$ cat src/rtl/beat_packer.sv
// Serial-to-parallel packer: gathers Count beats of Width bits into one word
// held in a single-entry valid/ready output register.
module beat_packer #(
  parameter int unsigned Width = 1,
  parameter int unsigned Count = 4
) (
  input  logic                                       clk_i,
  input  logic                                       rst_ni,
  input  logic                                       valid_i,
  input  logic [Width-1:0]                           data_i,
  output logic                                       ready_o,
  input  logic                                       flush_i,
  output logic                                       valid_o,
  output logic [Width*Count-1:0]                     data_o,
  input  logic                                       ready_i,
  output logic [((Count > 1) ? $clog2(Count) : 1)-1:0] count_o
);

  localparam int unsigned CntW  = (Count > 1) ? $clog2(Count) : 1;
  localparam int unsigned DataW = Width * Count;
  localparam int unsigned AccW  = (Count > 1) ? (Count - 1) * Width : Width;
  localparam logic [CntW-1:0] LastCnt = CntW'(Count - 1);

  logic [CntW-1:0]  cnt_q, cnt_d;
  logic [AccW-1:0]  acc_q, acc_d;
  logic [DataW-1:0] data_q, data_d;
  logic             valid_q, valid_d;
  logic [DataW-1:0] word_c;
  logic             last_c;
  logic             accept_c;

  assign last_c   = (cnt_q == LastCnt);
  // The final beat may only enter when the output slot is free or draining now.
  assign ready_o  = !flush_i && (!last_c || !valid_q || ready_i);
  assign accept_c = valid_i && ready_o;

  generate
    if (Count > 1) begin : g_multi
      assign word_c = {data_i, acc_q};
    end else begin : g_single
      assign word_c = data_i;
    end
  endgenerate

  always_comb begin
    cnt_d   = cnt_q;
    acc_d   = acc_q;
    data_d  = data_q;
    valid_d = valid_q;
    if (valid_q && ready_i) begin
      valid_d = 1'b0;
    end
    if (accept_c) begin
      if (last_c) begin
        data_d  = word_c;
        valid_d = 1'b1;
        cnt_d   = '0;
      end else begin
        for (int unsigned k = 0; k + 1 < Count; k++) begin
          if (cnt_q == CntW'(k)) begin
            acc_d[k*Width +: Width] = data_i;
          end
        end
        cnt_d = cnt_q + CntW'(1);
      end
    end
    // Flush discards only the partial word; the output register is untouched.
    if (flush_i) begin
      cnt_d = '0;
      acc_d = '0;
    end
  end

  always_ff @(posedge clk_i or negedge rst_ni) begin
    if (!rst_ni) begin
      cnt_q   <= '0;
      acc_q   <= '0;
      data_q  <= '0;
      valid_q <= 1'b0;
    end else begin
      cnt_q   <= cnt_d;
      acc_q   <= acc_d;
      data_q  <= data_d;
      valid_q <= valid_d;
    end
  end

  assign data_o  = data_q;
  assign valid_o = valid_q;
  assign count_o = cnt_q;

endmodule

$ cat config.mk
export PLATFORM = sky130hd
export DESIGN_NAME = beat_packer
export DESIGN_NICKNAME = d
export VERILOG_FILES = /design/src/rtl/beat_packer.sv
export SDC_FILE = /design/constraint.sdc
export NUM_CORES = 1
export LEC_CHECK = 0
export ABC_AREA = 1
export CORE_AREA = 2 2 39 41
export CTS_CLUSTER_SIZE = 10
export DETAILED_ROUTE_END_ITERATION = 10
export DIE_AREA = 0 0 41 43
export PLACE_DENSITY = 0.8
export SYNTH_ARGS = -nofsm -noshare
export SYNTH_HDL_FRONTEND = slang
export SYNTH_SLANG_ARGS = --single-unit
$ cat constraint.sdc
create_clock -name clk_i -period 1.3 [get_ports clk_i]
set_input_delay 0.13 -clock clk_i [delete_from_list [all_inputs] [get_ports clk_i]]
set_output_delay 0.13 -clock clk_i [all_outputs]
set_load 0.005 [all_outputs]
==> out/summary.txt, run 1 <==
outcome - finished, final reports clean
Post-synth top cells - 17 x nand2_1, 10 x dfrtp_1, 8 x inv_1
Fin Clk Skew - 4.56 ps
clock tree sinks - 10
Worst Setup End Kind - output port
CTS tree - yes
Clock transition at path regs - 70 ps
Synth Instances - 62
ant diodes - 0
Worst Hold Class - in2async
H-tree levels - 1
Hold Vio Cnt, Final - 0
area grow syn2layout - 41.2%
Synth area leader - dfrtp_1
Post-synth EDFFs - 0
vias in the first global route - 414
Yosys Warn Count - 0
fillers - 130
Final min period - 1240 ps
synth unique cells - 16
VDD IR max - 408 uV
synthesized flop and latch total - 10
Final Util - 56.4%
setup TNS - 0 ps
most frequent cell after synthesis - nand2_1
die footprint - 1760 sq um
initial antenna violation count - 0
Std-Cell Core Area - 1380 sq um
Slew Viols, Final - 0
Simple-Gate Fraction of Synth Area - 21.9%
placed cell areas - 729 sq um
Tot GR Track Use - 15.7%
largest family of logic cells by synthesized area - simple AND/OR/NAND/NOR gates
# setup viols final - 0
Layout Nets - 96
Synth top area share - 45.2%
largest net degree at the start of global routing - 11
cells along the critical path - clkdlybuf4s50_1
Max FO, Critical Path - 2
CP peak stage delay - 490 ps
critical path type - reg2out
sequential share of the synthesized area - 45.2%
I/O pins - 14
clk buf depth - 2
Slew HR - 69.5%
CP Buf/Inv Count - 1
worst path arrival time - 1110 ps
Pint - 0.638 mW
post-route ant nets - 0
Final Worst Setup Slack - 59.2 ps
vias post-DR - 509
worst hold slack - 170 ps
drt first pass iters - 4
Final Cell Area - 781 sq um
# rows - 14
Setup crit start kind - flip-flop
layout cells sized above 1 - 20.0%
slowest CP cell - clkdlybuf4s50_1
Die Y - 43 um
first-pass GRT wire length - 1.76 mm
asr flop ratio synth - 100%
Mapped Area - 553 sq um
Compound-Gate Fraction of Synth Area - 12.7%
multiplexer area fraction after synthesis - 0%
Synth area leaders - dfrtp_1 45%, nand2_1 12%, ha_1 9.0%, inv_1 5.4%, a31o_1 4.8%
Place WS - -187 ps
Clk Latency, worst-skew pair - 270 ps
clock power share - 32.8%
XOR/XNOR Fraction of Synth Area - 0%
Comb power frac - 24.6%
Die X - 41 um
Slew @ Worst Pin - 456 ps
Power per Cell Area - 1110 nW/um^2
drc violations - 0
Tcrit/Tclk final - 95.4%
Sw Pwr - 0.227 mW
register share of total power - 42.5%
CTS root buffer - clkbuf_4
Switching Fraction - 26.2%
hpwl dp - 856 um
max-cap check violation count - 0
post-synthesis adder-cell area fraction - 9.05%
Overflow after GRT - 0
initial DRC count - 15
cts hold-fix bufs - 0
Post-Route WL - 1.15 mm
quantity of I/O buffers inserted on ports - 13
unrepaired setup endpoints after global routing - false
WP data required - 1170 ps
CP top delay family - buffers and inverters
vias per cell - 5.04
leakage power - 0.434 nW
Max Freq - 806 MHz
TritonCTS Buffers - 3
mean post-synth cell area - 8.92 sq um
most common flop cell mapped by yosys - dfrtp_1
Initial Utilization - 40.0%
mean routed wirelength per cell - 11.4 um
Synth Net Count - 72
routability cong. - 0.789
-- cell usage in the layout (no fill, tap or decap), drive strengths merged --
master         Yosys  layout
a21oi              1       1
a31o               3       3
a31oi              3       3
buf                2       9
clkbuf             0       4
clkdlybuf4s50      0       7
clkinv             1       1
dfrtp             10      10
dlygate4sd2        0       3
dlymetal6s2s       0       2
ha                 4       4
inv                9       9
nand2             17      17
nand3              4       4
nand4              3       3
nor2               1       1
o21ai              4       4
-- timing repair --
item                                    4_1_cts  5_1_grt
pin swaps                                     1        0
gates resized for setup                       7        3
buffers inserted                              0        2
endpoints found under the setup margin        4        5
-- per-layer routing --
layer | track usage (%) | wire, um | vias up | part of all wire [%]
li1 | - | - | 249 | -
met1 | 18.4 | 482 | 230 | 42
met2 | 22.5 | 554 | 21 | 48
met3 | 4.71 | 67 | 9 | 5.8
met4 | 12.0 | 48 | 0 | 4.2
met5 | 0 | 0 | - | 0
-- power by group through the flow --
stage	combinational (mW)	sequential, mW	clock (mW)
3_3_place_gp	0.204	0.373	0
4_1_cts	0.204	0.369	0.290
3_5_place_dp	0.211	0.375	0
5_1_grt	0.239	0.372	0.313
2_1_floorplan	0.0913	0.381	0
6_report	0.213	0.368	0.284
-- path summary, 6_finish.rpt --
check | startpoint | endpoint | slack, ps | depth (start not counted)
max in group asynchronous | rst_ni | acc_q[2] | 810 | 1
min in group clk_i | data_i | data_o[3] | 430 | 3
worst min register to register | acc_q[1] | acc_q[1] | 480 | 2
worst max-delay path | data_o[0] | data_o[0] | 60 | 1
worst max register to register | count_o[0] | acc_q[2] | 90 | 6
worst min-delay path | rst_ni | valid_o | 170 | 1
-- sequential cells by signal, indices dropped and copies added (netlist names) --
register and flops:
data_o 4, acc_q 3, count_o 2, valid_o 1
-- cell families after synthesis --
group / Yosys count
flops: 10
buf+inv: 12
compound gates: 11
fa+ha+maj: 4
simple gates: 25
-- metrics by stage --
step | instances | total power, mW
5_1_grt | 101 | 0.923
3_5_place_dp | 95 | 0.586
3_3_place_gp | 95 | 0.577
2_1_floorplan | 62 | 0.472
6_report | 101 | 0.865
4_1_cts | 99 | 0.862
-- layout make-up --
| class | count | area (sq um) | share of cell area, % |
|---|---|---|---|
| Clock buffer | 4 | 36.3 | 4.65 |
| Inverter | 10 | 42.5 | 5.45 |
| Multi-Input combinational cell | 40 | 245 | 31.4 |
| Sequential cell | 10 | 250 | 32.1 |
| Tap cell | 16 | 20.0 | 2.56 |
| Timing Repair Buffer | 21 | 186 | 23.9 |
(Power assumes the default switching activity.)
==> inputs of run 2 (changes only) <==
--- a/config.mk
+++ b/config.mk
@@ -6,11 +6,13 @@
 export NUM_CORES = 1
 export LEC_CHECK = 0
 export ABC_AREA = 1
+export CAP_MARGIN = 10
 export CORE_AREA = 2 2 39 41
 export CTS_CLUSTER_SIZE = 10
 export DETAILED_ROUTE_END_ITERATION = 10
 export DIE_AREA = 0 0 41 43
 export PLACE_DENSITY = 0.8
+export REMOVE_ABC_BUFFERS = 1
 export SYNTH_ARGS = -nofsm -noshare
 export SYNTH_HDL_FRONTEND = slang
 export SYNTH_SLANG_ARGS = --single-unit
==> run 2 against run 1 <==
Compared with the run above: combinational power is 3% lower; clock-buffer cell count is 1 lower; die area stayed put.
==> out/summary.txt, run 2 (same netlist as run 1, synthesis figures left out) <==
outcome - finished, final reports clean
# setup viols final - 0 (unchanged)
Slew @ Worst Pin - 450 ps (-6.35 ps)
critical path type - reg2out
vias post-DR - 512 (+0.59%)
Final Cell Area - 764 sq um (-2.1%)
Final Worst Setup Slack - 62.2 ps (+3.04 ps)
Slew HR - 69.9% (+0.42 points)
worst hold slack - 178 ps (+8.12 ps)
Tot GR Track Use - 16.8% (+1.1 points)
clock tree sinks - 10 (unchanged)
setup TNS - 0 ps (unchanged)
Post-Route WL - 1.13 mm (-1.6%)
Multi-input gate area - 244 sq um (-0.51%)
quantity of I/O buffers inserted on ports - 13 (unchanged)
ant diodes - 0 (unchanged)
layout cells sized above 1 - 19.0% (-0.95 points)
leakage power - 0.404 nW (-6.9%)
vias in the first global route - 497 (+20%)
die footprint - 1760 sq um (unchanged)
I/O pins - 14 (unchanged)
CP top delay family - buffers and inverters
VDD IR max - 654 uV (+60%)
Slew Viols, Final - 0 (unchanged)
unrepaired setup endpoints after global routing - false
R2R depth - 6 (unchanged)
CTS root buffer - clkbuf_4
routability cong. - 0.778 (-1.4%)
Final min period - 1240 ps (-3.04 ps)
CTS tree - yes
Final Util - 55.2% (-1.2 points)
Max FO, Critical Path - 2 (unchanged)
largest net degree at the start of global routing - 11 (unchanged)
Tot Pwr - 0.782 mW (-9.5%)
H-tree levels - 1 (unchanged)
Initial Utilization - 40.0% (unchanged)
first-pass GRT wire length - 1.93 mm (+9.8%)
cells along the critical path - clkdlybuf4s50_1
clk buf depth - 2 (unchanged)
initial DRC count - 14 (-1)
placed cell areas - 737 sq um (+1.0%)
CP peak stage delay - 500 ps (about the same)
Die Y - 43 um (unchanged)
Worst Hold Class - in2async
max-cap check violation count - 0 (unchanged)
CP Buf/Inv Count - 1 (unchanged)
Layout Nets - 96 (unchanged)
post-route ant nets - 0 (unchanged)
Post-Place Cells - 96 (+1.1%)
hpwl dp - 882 um (+3.0%)
Setup crit start kind - flip-flop
Max Freq - 808 MHz (+0.25%)
WP data required - 1170 ps (about the same)
Place WS - -210 ps (-22.6 ps)
commonest non-fill, non-tap cell in the layout - nand2_1
Hold Vio Cnt, Final - 0 (unchanged)
Tcrit/Tclk final - 95.2% (-0.23 points)
Layout Cells excl Fill - 100 (-0.99%)
area grow syn2layout - 38.2%
Reg area - 250 sq um (unchanged)
TritonCTS Buffers - 3 (unchanged)
Std-Cell Core Area - 1380 sq um (unchanged)
Clock transition at path regs - 60 ps (about the same)
Worst Setup End Kind - output port
slowest CP cell - clkdlybuf4s50_1
WP depth - 1 (unchanged)
cts hold-fix bufs - 0 (unchanged)
Clk Latency, worst-skew pair - 260 ps (about the same)
Largest register FFs - 4 (unchanged)
vias per cell - 5.12 (+1.6%)
commonest cells after routing, fill and taps aside - 17 x nand2_1, 10 x dfrtp_1, 9 x clkdlybuf4s50_1
Die X - 41 um (unchanged)
Overflow after GRT - 0 (unchanged)
# rows - 14 (unchanged)
Power per Cell Area - 1020 nW/um^2 (-7.6%)
Fin Clk Skew - 1.29 ps (-3.27 ps)
drc violations - 0 (unchanged)
initial antenna violation count - 0 (unchanged)
worst path arrival time - 1110 ps (about the same)
mean routed wirelength per cell - 11.3 um (-0.66%)
drt first pass iters - 4 (unchanged)
fillers - 128 (-1.5%)
-- run 2: repair_timing --
item | CTS | global route
hold endpoints to repair | 0 | 0
setup endpoints to repair | 3 | 1
gates resized for setup | 7 | 1
setup buffers | 0 | 1
pin swaps | 0 | 0
-- run 2: final cells by class --
type | instances | share of cell area, %
Sequential cell | 10 | 32.7
Multi-Input combinational cell | 40 | 31.9
Timing Repair Buffer | 21 | 24.2
Tap cell | 16 | 2.62
Clock buffer | 3 | 2.95
Inverter | 10 | 5.56
-- run 2: final timing paths --
kind / startpoint / to / slack, ps
setup / recovery: data_o[3] / data_o[3] / 60
hold / removal: rst_ni / valid_o / 180
setup reg to reg: count_o[0] / acc_q[0] / 110
hold reg to reg: acc_q[1] / acc_q[1] / 480
max in group asynchronous: rst_ni / data_o[1] / 810
min in group clk_i: data_i / data_o[3] / 450
-- run 2: report_power, final --
group | internal (mW) | total, mW | switching (mW)
clock | 0.107 | 0.207 | 0.100
sequential | 0.349 | 0.369 | 0.0198
combinational | 0.115 | 0.206 | 0.0914
total | 0.571 | 0.782 | 0.212
-- run 2: layer usage --
layer  up-vias  share of wire (%)  track usage [%]
met3         5                6.5             4.19
met5         -                  0                0
li1        249                  -                -
met1       236                 37             15.5
met4         0                3.8             14.7
met2        22                 52             27.8
